File: src/rtl/render_pkg.sv
`default_nettype none
// ---------------------------------------------------------------------------
// | Package : render_pkg                                                    |
// | Brief   : Tile codes, tile-map geometry and display colours shared by   |
// |           the level modules and the tile renderer.                      |
// | Rev     : 1.0                                                           |
// ---------------------------------------------------------------------------
package render_pkg;

  // Tile-map geometry in cells; the map itself carries one extra hidden column.
  localparam int TILES_X = 16;
  localparam int TILES_Y = 12;

  // Tile codes written into background[y][x] by the level modules.
  typedef enum logic [7:0] {
    BDR = 8'd0,
    SKY = 8'd1,
    BLK = 8'd2,
    GND = 8'd3,
    TKN = 8'd4,
    CK1 = 8'd5,
    CK2 = 8'd6
  } tile_t;

  // 12-bit {R,G,B} colours.
  localparam logic [11:0] COL_BDR    = 12'h000;
  localparam logic [11:0] COL_SKY    = 12'h6AF;
  localparam logic [11:0] COL_BLK    = 12'h840;
  localparam logic [11:0] COL_GND    = 12'h0A0;
  localparam logic [11:0] COL_TKN    = 12'hFD0;
  localparam logic [11:0] COL_CLK    = 12'hFFF;
  localparam logic [11:0] COL_MARIO  = 12'hF00;
  localparam logic [11:0] COL_GOOMBA = 12'h630;
  localparam logic [11:0] COL_BAD    = 12'hF0F;

endpackage
`default_nettype wire

File: src/rtl/sprite_box_hit.sv
`default_nettype none
// ---------------------------------------------------------------------------
// | Module  : sprite_box_hit                                                |
// | Brief   : Combinational test of a pixel against a square sprite box     |
// |           whose top-left corner is (box_x, box_y). Signed arithmetic so |
// |           negative or off-screen boxes simply never match.              |
// | Rev     : 1.0                                                           |
// ---------------------------------------------------------------------------
module sprite_box_hit #(
  parameter int SIZE = 42
) (
  input  logic signed [31:0] px,
  input  logic signed [31:0] py,
  input  logic signed [31:0] box_x,
  input  logic signed [31:0] box_y,
  output logic               hit
);

  // Half-open interval on both axes: [box, box+SIZE).
  assign hit = (px >= box_x) && (px < box_x + SIZE) &&
               (py >= box_y) && (py < box_y + SIZE);

endmodule
`default_nettype wire

File: src/rtl/tile_renderer.sv
`default_nettype none
// ---------------------------------------------------------------------------
// | Module  : tile_renderer                                                 |
// | Brief   : Per-pixel tile-map lookup with Mario/Goomba sprite overlay.   |
// |           Two register stages from raster position to rgb; syncs and    |
// |           video_on are delayed to match.                                |
// | Rev     : 1.0                                                           |
// ---------------------------------------------------------------------------
module tile_renderer
  import render_pkg::*;
#(
  parameter int CHARACTER_WIDTH = 42,
  parameter int SCREEN_WIDTH    = 640,
  parameter int SCREEN_HEIGHT   = 480,
  parameter int BLOCK_WIDTH     = 40
) (
  input  logic                                 vga_clock,
  input  logic                                 reset,
  input  logic [9:0]                           pixel_x,
  input  logic [9:0]                           pixel_y,
  input  logic                                 video_on,
  input  logic                                 hsync_in,
  input  logic                                 vsync_in,
  input  logic [TILES_Y-1:0][TILES_X:0][7:0]   background,
  input  logic signed [31:0]                   mario_x,
  input  logic signed [31:0]                   mario_y,
  input  logic signed [31:0]                   goomba_x,
  input  logic signed [31:0]                   goomba_y,
  output logic [11:0]                          rgb,
  output logic                                 hsync_out,
  output logic                                 vsync_out,
  output logic                                 video_on_out,
  output logic                                 bad_tile
);

  localparam int SUB_W = $clog2(BLOCK_WIDTH);
  localparam int COL_W = $clog2(TILES_X + 1);
  localparam int ROW_W = $clog2(TILES_Y + 1);

  localparam logic [SUB_W-1:0] c_sub_last = SUB_W'(BLOCK_WIDTH - 1);
  localparam logic [9:0]       c_x_last   = 10'(SCREEN_WIDTH - 1);
  localparam logic [9:0]       c_x_end    = 10'(SCREEN_WIDTH);
  localparam logic [9:0]       c_y_end    = 10'(SCREEN_HEIGHT);
  localparam logic [ROW_W-1:0] c_rows     = ROW_W'(TILES_Y);

  // Tile counter state: the position of the last pixel seen with video_on.
  logic [SUB_W-1:0] r_sub_x, r_sub_y;
  logic [COL_W-1:0] r_col;
  logic [ROW_W-1:0] r_row;
  logic             r_synced;

  // Current-pixel tile position and next counter values.
  logic [SUB_W-1:0] w_sub_x, w_sub_y, w_sub_y_nxt;
  logic [COL_W-1:0] w_col;
  logic [ROW_W-1:0] w_row, w_row_nxt;
  logic             w_line_start, w_vis;
  logic             w_mario_hit, w_goomba_hit;
  logic signed [31:0] w_px, w_py;

  // Stage 1 registers.
  logic [7:0] r_tile;
  logic       r_mario_hit, r_goomba_hit, r_vis1, r_hs1, r_vs1, r_vo1;

  // Stage 2 registers.
  logic [11:0] r_rgb;
  logic        r_hs2, r_vs2, r_vo2, r_bad;

  assign w_line_start = video_on && (pixel_x == 10'd0);
  // Nothing is shown after reset until a line start re-aligns the column count.
  assign w_vis = video_on && (r_synced || w_line_start) &&
                 (pixel_x < c_x_end) && (pixel_y < c_y_end);
  assign w_px  = signed'({22'd0, pixel_x});
  assign w_py  = signed'({22'd0, pixel_y});

  // Derive this pixel's tile cell from the previous pixel's counters.
  always_comb begin
    w_sub_x = r_sub_x;
    w_col   = r_col;
    if (w_line_start) begin
      w_sub_x = '0;
      w_col   = '0;
    end else if (video_on) begin
      if (r_sub_x == c_sub_last) begin
        w_sub_x = '0;
        w_col   = r_col + COL_W'(1);
      end else begin
        w_sub_x = r_sub_x + SUB_W'(1);
      end
    end

    w_sub_y = r_sub_y;
    w_row   = r_row;
    if ((pixel_x == 10'd0) && (pixel_y == 10'd0)) begin
      w_sub_y = '0;
      w_row   = '0;
    end

    // The row steps after the last pixel of a line so the next line sees it.
    w_sub_y_nxt = w_sub_y;
    w_row_nxt   = w_row;
    if (video_on && (pixel_x == c_x_last)) begin
      if (w_sub_y == c_sub_last) begin
        w_sub_y_nxt = '0;
        w_row_nxt   = w_row + ROW_W'(1);
      end else begin
        w_sub_y_nxt = w_sub_y + SUB_W'(1);
      end
    end
  end

  // Tile counter state update.
  always_ff @(posedge vga_clock) begin
    if (reset) begin
      r_sub_x  <= '0;
      r_col    <= '0;
      r_sub_y  <= '0;
      r_row    <= '0;
      r_synced <= 1'b0;
    end else begin
      r_sub_x  <= w_sub_x;
      r_col    <= w_col;
      r_sub_y  <= w_sub_y_nxt;
      r_row    <= w_row_nxt;
      r_synced <= r_synced || w_line_start;
    end
  end

  sprite_box_hit #(.SIZE(CHARACTER_WIDTH)) u_mario_hit (
    .px    (w_px),
    .py    (w_py),
    .box_x (mario_x),
    .box_y (mario_y),
    .hit   (w_mario_hit)
  );

  sprite_box_hit #(.SIZE(CHARACTER_WIDTH)) u_goomba_hit (
    .px    (w_px),
    .py    (w_py),
    .box_x (goomba_x),
    .box_y (goomba_y),
    .hit   (w_goomba_hit)
  );

  // Stage 1: register tile code, sprite hits and delayed control.
  always_ff @(posedge vga_clock) begin
    if (reset) begin
      r_tile       <= '0;
      r_mario_hit  <= 1'b0;
      r_goomba_hit <= 1'b0;
      r_vis1       <= 1'b0;
      r_hs1        <= 1'b0;
      r_vs1        <= 1'b0;
      r_vo1        <= 1'b0;
    end else begin
      r_tile       <= (w_row < c_rows) ? background[w_row][w_col] : BDR;
      r_mario_hit  <= w_mario_hit;
      r_goomba_hit <= w_goomba_hit;
      r_vis1       <= w_vis;
      r_hs1        <= hsync_in;
      r_vs1        <= vsync_in;
      r_vo1        <= video_on;
    end
  end

  // Stage 2: prioritised colour select and sticky unknown-tile flag.
  always_ff @(posedge vga_clock) begin
    if (reset) begin
      r_rgb <= '0;
      r_hs2 <= 1'b0;
      r_vs2 <= 1'b0;
      r_vo2 <= 1'b0;
      r_bad <= 1'b0;
    end else begin
      r_hs2 <= r_hs1;
      r_vs2 <= r_vs1;
      r_vo2 <= r_vo1;
      if (!r_vis1) begin
        r_rgb <= 12'h000;
      end else if (r_mario_hit) begin
        r_rgb <= COL_MARIO;
      end else if (r_goomba_hit) begin
        r_rgb <= COL_GOOMBA;
      end else begin
        case (r_tile)
          BDR:      r_rgb <= COL_BDR;
          SKY:      r_rgb <= COL_SKY;
          BLK:      r_rgb <= COL_BLK;
          GND:      r_rgb <= COL_GND;
          TKN:      r_rgb <= COL_TKN;
          CK1, CK2: r_rgb <= COL_CLK;
          default: begin
            r_rgb <= COL_BAD;
            r_bad <= 1'b1;
          end
        endcase
      end
    end
  end

  assign rgb          = r_rgb;
  assign hsync_out    = r_hs2;
  assign vsync_out    = r_vs2;
  assign video_on_out = r_vo2;
  assign bad_tile     = r_bad;

endmodule
`default_nettype wire
File: config.mk
export PLATFORM = sky130hd
export DESIGN_NAME = tile_renderer
export DESIGN_NICKNAME = d
export VERILOG_FILES = /design/src/rtl/render_pkg.sv /design/src/rtl/sprite_box_hit.sv /design/src/rtl/tile_renderer.sv
export SDC_FILE = /design/constraint.sdc
export NUM_CORES = 1
export LEC_CHECK = 0
export CELL_PAD_IN_SITES_DETAIL_PLACEMENT = 0
export CELL_PAD_IN_SITES_GLOBAL_PLACEMENT = 1
export CORE_AREA = 4 4 697 699
export DETAILED_ROUTE_END_ITERATION = 10
export DIE_AREA = 0 0 701 703
export PLACE_DENSITY = 0.3
export SYNTH_ARGS = -nofsm -noshare
export SYNTH_HDL_FRONTEND = slang
export SYNTH_SLANG_ARGS = --single-unit
File: constraint.sdc
create_clock -name vga_clock -period 2.9 [get_ports vga_clock]
set_input_delay 0.725 -clock vga_clock [delete_from_list [all_inputs] [get_ports vga_clock]]
set_output_delay 0.725 -clock vga_clock [all_outputs]
set_load 0.01 [all_outputs]
==> out/qor.yml, run 1 <==
floorplan:
  ios: 1801
  core_area_mm2: 0.479
  die_h_um: 703
  num_rows: 254
  die_w_um: 701
  start_util_pct: 4.32
  die_area_mm2: 0.493
pwr:
  p_int_mw: 4.37
  power_mw: 7.20
  combPwrFrac_pct: 75.8
  power.density_mw_per_mm2: 120
  p_sw_share_pct: 39.3
  leakage_nw: 20.5
  ir_worst_vdd_mv: 0.225
  clockPowerShare_pct: 14.6
  seq_power_share_pct: 9.5
  p_switching_mw: 2.83
finish:
  fin_nets: 7495
  fill_cells: 55200
  final_area_mm2: 0.0599
  finalNonFillerCells: 12100
  area_delta_synth_final_pct: 189
  final_util_pct: 12.5
  drive_above_1_share_pct: 31.6
grt:
  gr-usage-all-layers_pct: 18.7
  grt_pass1_vias: 40900
  grt_max_degree: 65
  grt_antenna_before_repair: 393
  overflow: 0
  grt_pass1_wl_um: 573000
route:
  drt_iter0_markers: 2458
  postRouteAntennaNets: 0
  drtPass1Iterations: 9
  viasPerCell: 3.23
  wl_per_cell_um: 40.1
  drc: 0
  num_vias: 39000
  drt-total-wl_um: 485000
sta:
  setup_ws_ps: -1250
  period_share_pct: 143
  clock.fmax_ghz: 0.241
  clock_skew_ps: 29.2
  setup_viol: 20
  period_needed_ps: 4150
  hold_viol: 0
  tightestPinTransition_ps: 1540
  slew-limit-headroom_pct: -3.64
  rsz0062_at_grt: "true"
  drv_slew: 3
setup_path:
  cp_data_required_time_ps: 3210
  cp_common_cell: "buf_12"
  crit_arrival_ps: 4470
  path_cells: "buf_8 > nor4_4 > buf_4 > nand4_1 > buf_12 > buf_6 > o21ai_4 > inv_8 > buf_12 > buf_12 > nand2_1 > o221ai_1 > o211ai_1 > buf_4 > o221ai_4 > nor3b_1 > o31ai_1"
  critPathKind: "in -> reg"
  crit_path_end_kind: "register"
  slowest_delay_ps: 460
  startpoint_type: "input pin"
  r2r_setup_slack_ps: -770
  path_max_fanout: 16
  critPathSlowestCell: "o211ai_1"
run:
  drv_cap: 1
clock_tree:
  clk_pin_slew_worst_paths_ps: 130
  cts.sinks: 48
  clockBufferDepth: 2
  cts_hold_buf: 0
  cts_tree: "yes"
  clk_latency_ps: 400
  h-tree-depth: 2
  numCtsBuffers: 5
  clockRootBuffer: "clkbuf_16"
yosys:
  ys_ff_latch: 48
  syn_nets: 4688
  syn_area_mm2: 0.0207
  synthArstFlopShare_pct: 0
  synth_top_flop_cell: "dfxtp_1"
  synth_cells: 2819
  post-synth-top-count-cell: "mux2i_1"
  synthTopCellsByArea: "mux2i_1 (18%), mux4_2 (6.9%), nand2_1 (5.6%)"
  synth_edf_count: 0
  yosysTopAreaCell: "mux2i_1"
  synth_commonest_cells: "mux2i_1 (377), nand2_1 (307), a21oi_1 (188)"
  yosysSeqAreaShare_pct: 4.64
  yosysWarnings: 0
  synth.distinct_cells: 93
  avgSynthCellArea_um2: 7.34
  yosys.area.top_type_share_pct: 18.2
place:
  port_buffers: 1800
  hpwl_um: 446000
  place_inst: 11900
  gp_congestion: 0.889
  placed_area_mm2: 0.0566
outcome:
  status: "finished with violations"
  violations: "capacitance limit, slew limit, setup timing"
hold_path:
  hp-class: "reg -> reg"
flip-flops by register name, summed over array words and instances, names as in the netlist:
register	flops
r_col	5
r_synced	1
hsync_out	1
r_sub_x	6
r_vo1	1
r_hs1	1
video_on_out	1
r_row	4
r_mario_hit	1
r_tile	8
r_goomba_hit	1
rgb	8
bad_tile	1
vsync_out	1
r_sub_y	6
r_vis1	1
r_vs1	1
power groups by stage:
stage	sequential [mW]	clock, mW	combinational, mW
global placement	0.703	0	5.47
detailed placement	0.702	0	5.44
finish	0.686	1.05	5.46
global route	0.689	1.13	5.76
CTS	0.687	1.15	5.56
floorplan	0.694	0	0.813
final cells by class:
class,instances,area [um2],area share [%]
tap,6400,8010,13.4
clock inverter,3,68.8,0.115
antenna,55,138,0.230
multi-input combinational,2447,20600,34.3
sequential,48,976,1.63
inverter,67,290,0.485
clock buffer,5,125,0.209
timing repair buffer,3057,29700,49.6
worst paths after layout:
path,startpoint,end,cells past startpoint
max,pixel_y[0],r_tile[1],17
min,r_vs1,vsync_out,1
max reg2reg,r_row[0],r_tile[1],13
min reg2reg,r_vs1,vsync_out,1
cell usage in the layout (no fill, tap or decap), types with 19 or more instances in the layout:
cell type and instances:
a31oi_1 32, o21ai_0 115, mux4_2 63, buf_4 1054, nor2b_1 19, ha_1 81, clkdlybuf4s50_1 1720, nand3_1 91
dlygate4sd2_1 32, nand4_1 55, a221oi_1 57, diode_2 55, a211oi_1 23, buf_12 158, o22ai_1 66, dfxtp_1 44
xnor2_1 32, nand2_1 286, buf_6 48, o221ai_1 102, nor4_1 25, mux2i_1 374, a21oi_2 19, a21oi_1 156
o211ai_1 37, mux2_2 61, inv_1 59, nor3_1 44, nor2_1 130, o21a_1 20, a22oi_1 22
stage by stage:
| stage | setup TNS, ps | hold WS [ps] | setup slack (ps) |
|---|---|---|---|
| global route | -12950 | 465 | -1300 |
| global placement | -58450 | 435 | -3860 |
| detailed placement | -57380 | 423 | -3830 |
| floorplan | -164 | 414 | -60.5 |
| CTS | -11940 | 457 | -1240 |
| finish | -11030 | 454 | -1250 |
logic make-up after synthesis:
kind of cell,after synthesis,share of synthesized area [%]
adder cells (fa/ha/maj),84,5.08
multiplexers,503,28.5
buffers and inverters,324,6.99
flip-flops,48,4.64
AO/OA/AOI/OAI,982,33.5
AND/OR/NAND/NOR,830,19.3
XOR/XNOR,48,2.03
worst max-delay path, delay by kind of cell:
kind / cells / cell delay, ps
AO/OA/AOI/OAI: 5 / 1270
buffers and inverters: 8 / 1450
AND/OR/NAND/NOR: 4 / 890
layer usage:
layer | track usage [%] | up-vias | part of all wire (%)
met4 | 2.38 | 162 | 1.7
met1 | 22.8 | 19400 | 42
li1 | - | 17000 | -
met5 | 0 | - | 0.21
met2 | 34.1 | 1884 | 50
met3 | 4.26 | 626 | 6.0
what timing repair did:
| action | CTS | global route |
|---|---|---|
| resized for setup | 576 | 91 |
| gates cloned | 3 | 2 |
| setup endpoints to repair | 32 | 20 |
| buffers inserted | 70 | 15 |
| pin swaps | 109 | 52 |
| hold endpoints to repair | 0 | 0 |
No activity file was read; power rests on OpenSTA's default activity.
==> inputs of run 2 (changes only) <==
SLEW_MARGIN = 5   (was default)
==> run 2 against run 1 <==
The flow finishes with violations (setup timing). Cell count rose by 0.26%. Maximum frequency is 0.12% lower. Power shrank 0.23%.
==> out/qor.yml, run 2 (synthesized netlist as in run 1, its figures left out) <==
finish:
  fill_cells: 55100
  area_delta_synth_final_pct: 191
  regArea_um2: 976
  multi_input_area_mm2: 0.0206
  fin_nets: 7518
  layout_commonest_cell: "clkdlybuf4s50_1"
  final_area_mm2: 0.0602
  final_cell_mix: "clkdlybuf4s50_1 (1720), buf_4 (1063), mux2i_1 (374)"
  drive_above_1_share_pct: 32.0
setup_path:
  crit_path_end_kind: "register"
  slowest_delay_ps: 510
  path_buf_inv: 8
  cp_top_family: "compound AO/OA/AOI/OAI gates"
  crit_cells: 17
  worstReg2RegEnd: "r_tile[6]"
  critPathSlowestCell: "o211ai_1"
  path_max_fanout: 7
  crit_arrival_ps: 4490
  r2r.worst_path.cells: 11
  r2r_setup_slack_ps: -810
  critPathKind: "in -> reg"
  cp_common_cell: "buf_12"
  r2r-start: "r_row[0]"
  startpoint_type: "input pin"
  path_cells: "buf_6 > nor4_4 > buf_4 > nand4_1 > buf_12 > buf_12 > o21ai_4 > buf_12 > inv_16 > buf_12 > a221oi_4 > a21oi_4 > o211ai_1 > buf_4 > nand4_1 > a32o_1 > o21ai_1"
  cp_data_required_time_ps: 3230
sta:
  slew-limit-headroom_pct: 16.5
  tightestPinTransition_ps: 1240
  period_share_pct: 143
  finalSetupTns_ps: -15810
  hold_viol: 0
  setup_ws_ps: -1260
  clock.fmax_ghz: 0.241
  setup_viol: 19
  drv_slew: 0
  clock_skew_ps: 22.4
  rsz0062_at_grt: "true"
  period_needed_ps: 4160
clock_tree:
  cts_tree: "yes"
  clockBufferDepth: 2
  clk_latency_ps: 390
  clockRootBuffer: "clkbuf_16"
  h-tree-depth: 2
  numCtsBuffers: 5
  cts.sinks: 48
  clk_pin_slew_worst_paths_ps: 120
floorplan:
  die_w_um: 701
  num_rows: 254
  core_area_mm2: 0.479
  start_util_pct: 4.32
  die_h_um: 703
  ios: 1801
  die_area_mm2: 0.493
place:
  gp_congestion: 0.889
  placed_area_mm2: 0.0566
  port_buffers: 1800
  hpwl_um: 445000
route:
  drc: 0
  num_vias: 39100
  postRouteAntennaNets: 0
  viasPerCell: 3.23
  drtPass1Iterations: 5
  drt_iter0_markers: 2248
  drt-total-wl_um: 484000
  wl_per_cell_um: 40.0
grt:
  grt_antenna_before_repair: 428
  grt_max_degree: 65
  grt_pass1_vias: 40600
  gr-usage-all-layers_pct: 18.7
  grt_pass1_wl_um: 571000
  overflow: 0
pwr:
  clockPowerShare_pct: 14.4
  leakage_nw: 20.7
  p_sw_share_pct: 39.2
  power_mw: 7.18
  power.density_mw_per_mm2: 119
  p_switching_mw: 2.81
  combPwrFrac_pct: 76.0
  ir_worst_vdd_mv: 0.233
  seq_power_share_pct: 9.6
  p_int_mw: 4.37
hold_path:
  min_to: "hsync_out"
  hp-class: "reg -> reg"
  hold_start: "r_hs1"
  holdPathStages: 1
outcome:
  violations: "setup timing"
  status: "finished with violations"
run:
  drv_cap: 0
[run 2: changes by cell type in the layout (fill, tap and decap cells not counted), sizes merged]
cell           delta
dlygate4sd2       -6
clkbuf            +9
diode             +9
dlymetal6s2s      +6
buf              +21
clkdlybuf4s15     -7
[run 2: power groups by stage]
stage | Combinational [mW] | Clock (mW) | Sequential (mW)
2_1_floorplan | 0.813 | 0 | 0.694
3_3_place_gp | 5.47 | 0 | 0.703
3_5_place_dp | 5.44 | 0 | 0.702
4_1_cts | 5.53 | 1.14 | 0.688
5_1_grt | 5.77 | 1.13 | 0.690
6_report | 5.46 | 1.04 | 0.688
[run 2: per-stage QoR]
stage / setup WS, ps / instances / util (%) / hold slack, ps
after floorplan: -60.5 / 2819 / - / 414
after global placement: -3860 / 11900 / 11.8 / 435
after detailed placement: -3700 / 11900 / 11.8 / 423
after CTS: -1310 / 12000 / 12.2 / 461
after global routing: -1320 / 12100 / 12.5 / 470
final: -1260 / 12100 / 12.6 / 458
[run 2: area by class of cell]
| cell class | instances | area share [%] |
|---|---|---|
| inverters | 67 | 0.483 |
| multi-input cells | 2447 | 34.3 |
| well taps | 6400 | 13.3 |
| repair buffers | 3080 | 49.7 |
| clock inverters | 3 | 0.114 |
| clock buffers | 5 | 0.208 |
| diodes | 64 | 0.266 |
| flip-flops and latches | 48 | 1.62 |
[run 2: worst max-delay path by stage]
stage | startpoint | slack [ps] | endpoint
floorplan | pixel_x[4] | -60 | r_tile[0]
global placement | pixel_x[4] | -3860 | r_tile[6]
detailed placement | pixel_x[4] | -3700 | r_tile[6]
CTS | pixel_y[6] | -1310 | r_tile[0]
global route | pixel_y[1] | -1320 | r_tile[0]
finish | pixel_y[6] | -1260 | r_tile[0]
[run 2: routing by layer]
metal  vias up  GRT usage, %  share of wire (%)
met5         -             0               0.25
met3       674          5.16                7.5
li1      17000             -                  -
met1     19200          22.2                 40
met4       188          2.43                2.0
met2      1988          34.0                 50
[run 2: timing repair]
| item | in CTS | in global routing |
|---|---|---|
| setup endpoints to repair | 33 | 20 |
| hold buffers | 0 | 0 |
| gates cloned | 2 | 2 |
| resized for setup | 447 | 244 |
| pin swaps | 79 | 72 |
| setup buffers | 70 | 41 |
==> inputs of run 3 (changes only) <==
CELL_PAD_IN_SITES_DETAIL_PLACEMENT = default   (was 0)
CELL_PAD_IN_SITES_GLOBAL_PLACEMENT = default   (was 1)
CORE_AREA = 4 4 702 704   (was 4 4 697 699)
DIE_AREA = 0 0 706 708   (was 0 0 701 703)
SKIP_LAST_GASP = 1   (was default)
==> run 3 against run 2 <==
The run still ends with setup timing left. Count of clock-buffer cells in the layout did not move. Clock power about the same. Critical path depth did not move. Via count grew 0.90%. Critical path type unchanged.
==> out/qor.yml, run 3 (synthesized netlist as in run 1, its figures left out) <==
outcome:
  status: "finished with violations"
  violations: "setup timing"
hold_path:
  holdPathStages: 1
  hold_start: "r_vs1"
  min_to: "vsync_out"
  hp-class: "reg -> reg"
finish:
  area_delta_synth_final_pct: 185
  fin_nets: 7457
  regArea_um2: 976
  fill_cells: 55900
  layout_commonest_cell: "clkdlybuf4s50_1"
  final_area_mm2: 0.0589
  drive_above_1_share_pct: 29.8
  final_cell_mix: "clkdlybuf4s50_1 (1720), buf_4 (1032), mux2i_1 (371)"
  multi_input_area_mm2: 0.0200
setup_path:
  worstReg2RegEnd: "r_tile[0]"
  critPathKind: "in -> reg"
  cp_top_family: "buffers and inverters"
  slowest_delay_ps: 460
  critPathSlowestCell: "clkdlybuf4s50_1"
  r2r.worst_path.cells: 14
  path_cells: "clkdlybuf4s50_1 > nor2_4 > buf_4 > nand4_1 > buf_12 > o21ai_4 > buf_12 > inv_8 > buf_12 > a221oi_4 > a21oi_4 > o211ai_1 > buf_4 > nand4_1 > buf_4 > a32o_2 > o21ai_2"
  startpoint_type: "input pin"
  path_max_fanout: 4
  cp_data_required_time_ps: 3260
  crit_arrival_ps: 4440
  crit_path_end_kind: "register"
  r2r-start: "r_row[0]"
  r2r_setup_slack_ps: -940
  path_buf_inv: 8
clock_tree:
  clockBufferDepth: 2
  clockRootBuffer: "clkbuf_16"
  numCtsBuffers: 5
  clk_pin_slew_worst_paths_ps: 180
  cts_hold_buf: 0
  cts.sinks: 48
  clk_latency_ps: 430
  h-tree-depth: 2
  cts_tree: "yes"
sta:
  setup_ws_ps: -1180
  drv_slew: 0
  clock.fmax_ghz: 0.245
  period_share_pct: 141
  rsz0062_at_grt: "true"
  period_needed_ps: 4080
  clock_skew_ps: 66.8
  slew-limit-headroom_pct: 20.7
  hold_viol: 0
  tightestPinTransition_ps: 1160
  setup_viol: 19
grt:
  grt_pass1_wl_um: 588000
  overflow: 0
  grt_pass1_vias: 40700
  gr-usage-all-layers_pct: 19.1
  grt_antenna_before_repair: 440
  grt_max_degree: 45
place:
  gp_congestion: 0.958
  placed_area_mm2: 0.0564
  hpwl_um: 462000
  port_buffers: 1800
pwr:
  leakage_nw: 20.3
  ir_worst_vdd_mv: 0.372
  power_mw: 7.32
  power.density_mw_per_mm2: 124
floorplan:
  ios: 1801
  start_util_pct: 4.26
  die_h_um: 708
  die_w_um: 706
  core_area_mm2: 0.486
  num_rows: 256
  die_area_mm2: 0.500
route:
  num_vias: 39500
  wl_per_cell_um: 41.3
  postRouteAntennaNets: 0
  drt-total-wl_um: 499000
  drc: 0
  drtPass1Iterations: 6
  viasPerCell: 3.26
  drt_iter0_markers: 2579
run:
  drv_cap: 0
run 3: per-stage QoR:
step                hold slack [ps]  utilization [%]  instances  setup TNS, ps  worst slack [ps]
floorplan                       414                -       2819           -164             -60.5
global placement                436             11.6      12000         -47540             -3320
detailed placement              434             11.6      12000         -46810             -3220
CTS                             451             12.0      12000         -12700             -1170
global route                    471             12.1      12100         -13290             -1200
finish                          447             12.1      12100         -11870             -1180
run 3: power breakdown:
| part | total, mW | switching (mW) | internal [mW] |
|---|---|---|---|
| Clock | 1.07 | 0.564 | 0.506 |
| Combinational | 5.57 | 2.40 | 3.17 |
| Sequential | 0.687 | 0.0180 | 0.669 |
| Total | 7.32 | 2.98 | 4.34 |
run 3: area by class of cell:
type	instances	share of cell area (%)
antenna	62	0.263
sequential	48	1.66
inverter	67	0.484
clock inverter	3	0.117
multi-input combinational	2447	33.9
timing repair buffer	3019	49.7
tap	6450	13.7
clock buffer	5	0.212
run 3: worst max-delay path by stage:
| stage | startpoint | end | cells after the start |
|---|---|---|---|
| finish | pixel_y[8] | r_tile[0] | 17 |
| global route | pixel_x[2] | r_tile[6] | 16 |
| CTS | pixel_x[1] | r_tile[0] | 17 |
| detailed placement | pixel_x[9] | r_tile[2] | 15 |
| global placement | pixel_x[9] | r_tile[2] | 15 |
| floorplan | pixel_x[4] | r_tile[0] | 10 |
run 3: timing repair:
action                                  4_1_cts  5_1_grt
pin swaps                                    80       61
buffers inserted                             69       13
endpoints found under the setup margin       27       20
gates cloned                                  2        1
resized for setup                           331      137
run 3: per-layer routing:
| layer | wire (um) | GRT usage (%) | vias to the layer above | part of all wire [%] |
|---|---|---|---|---|
| met1 | 204000 | 22.9 | 19600 | 41 |
| li1 | - | - | 16900 | - |
| met2 | 251000 | 34.8 | 2167 | 50 |
| met5 | 945 | 0 | - | 0.19 |
| met3 | 31000 | 4.37 | 695 | 6.2 |
| met4 | 12300 | 2.96 | 150 | 2.5 |
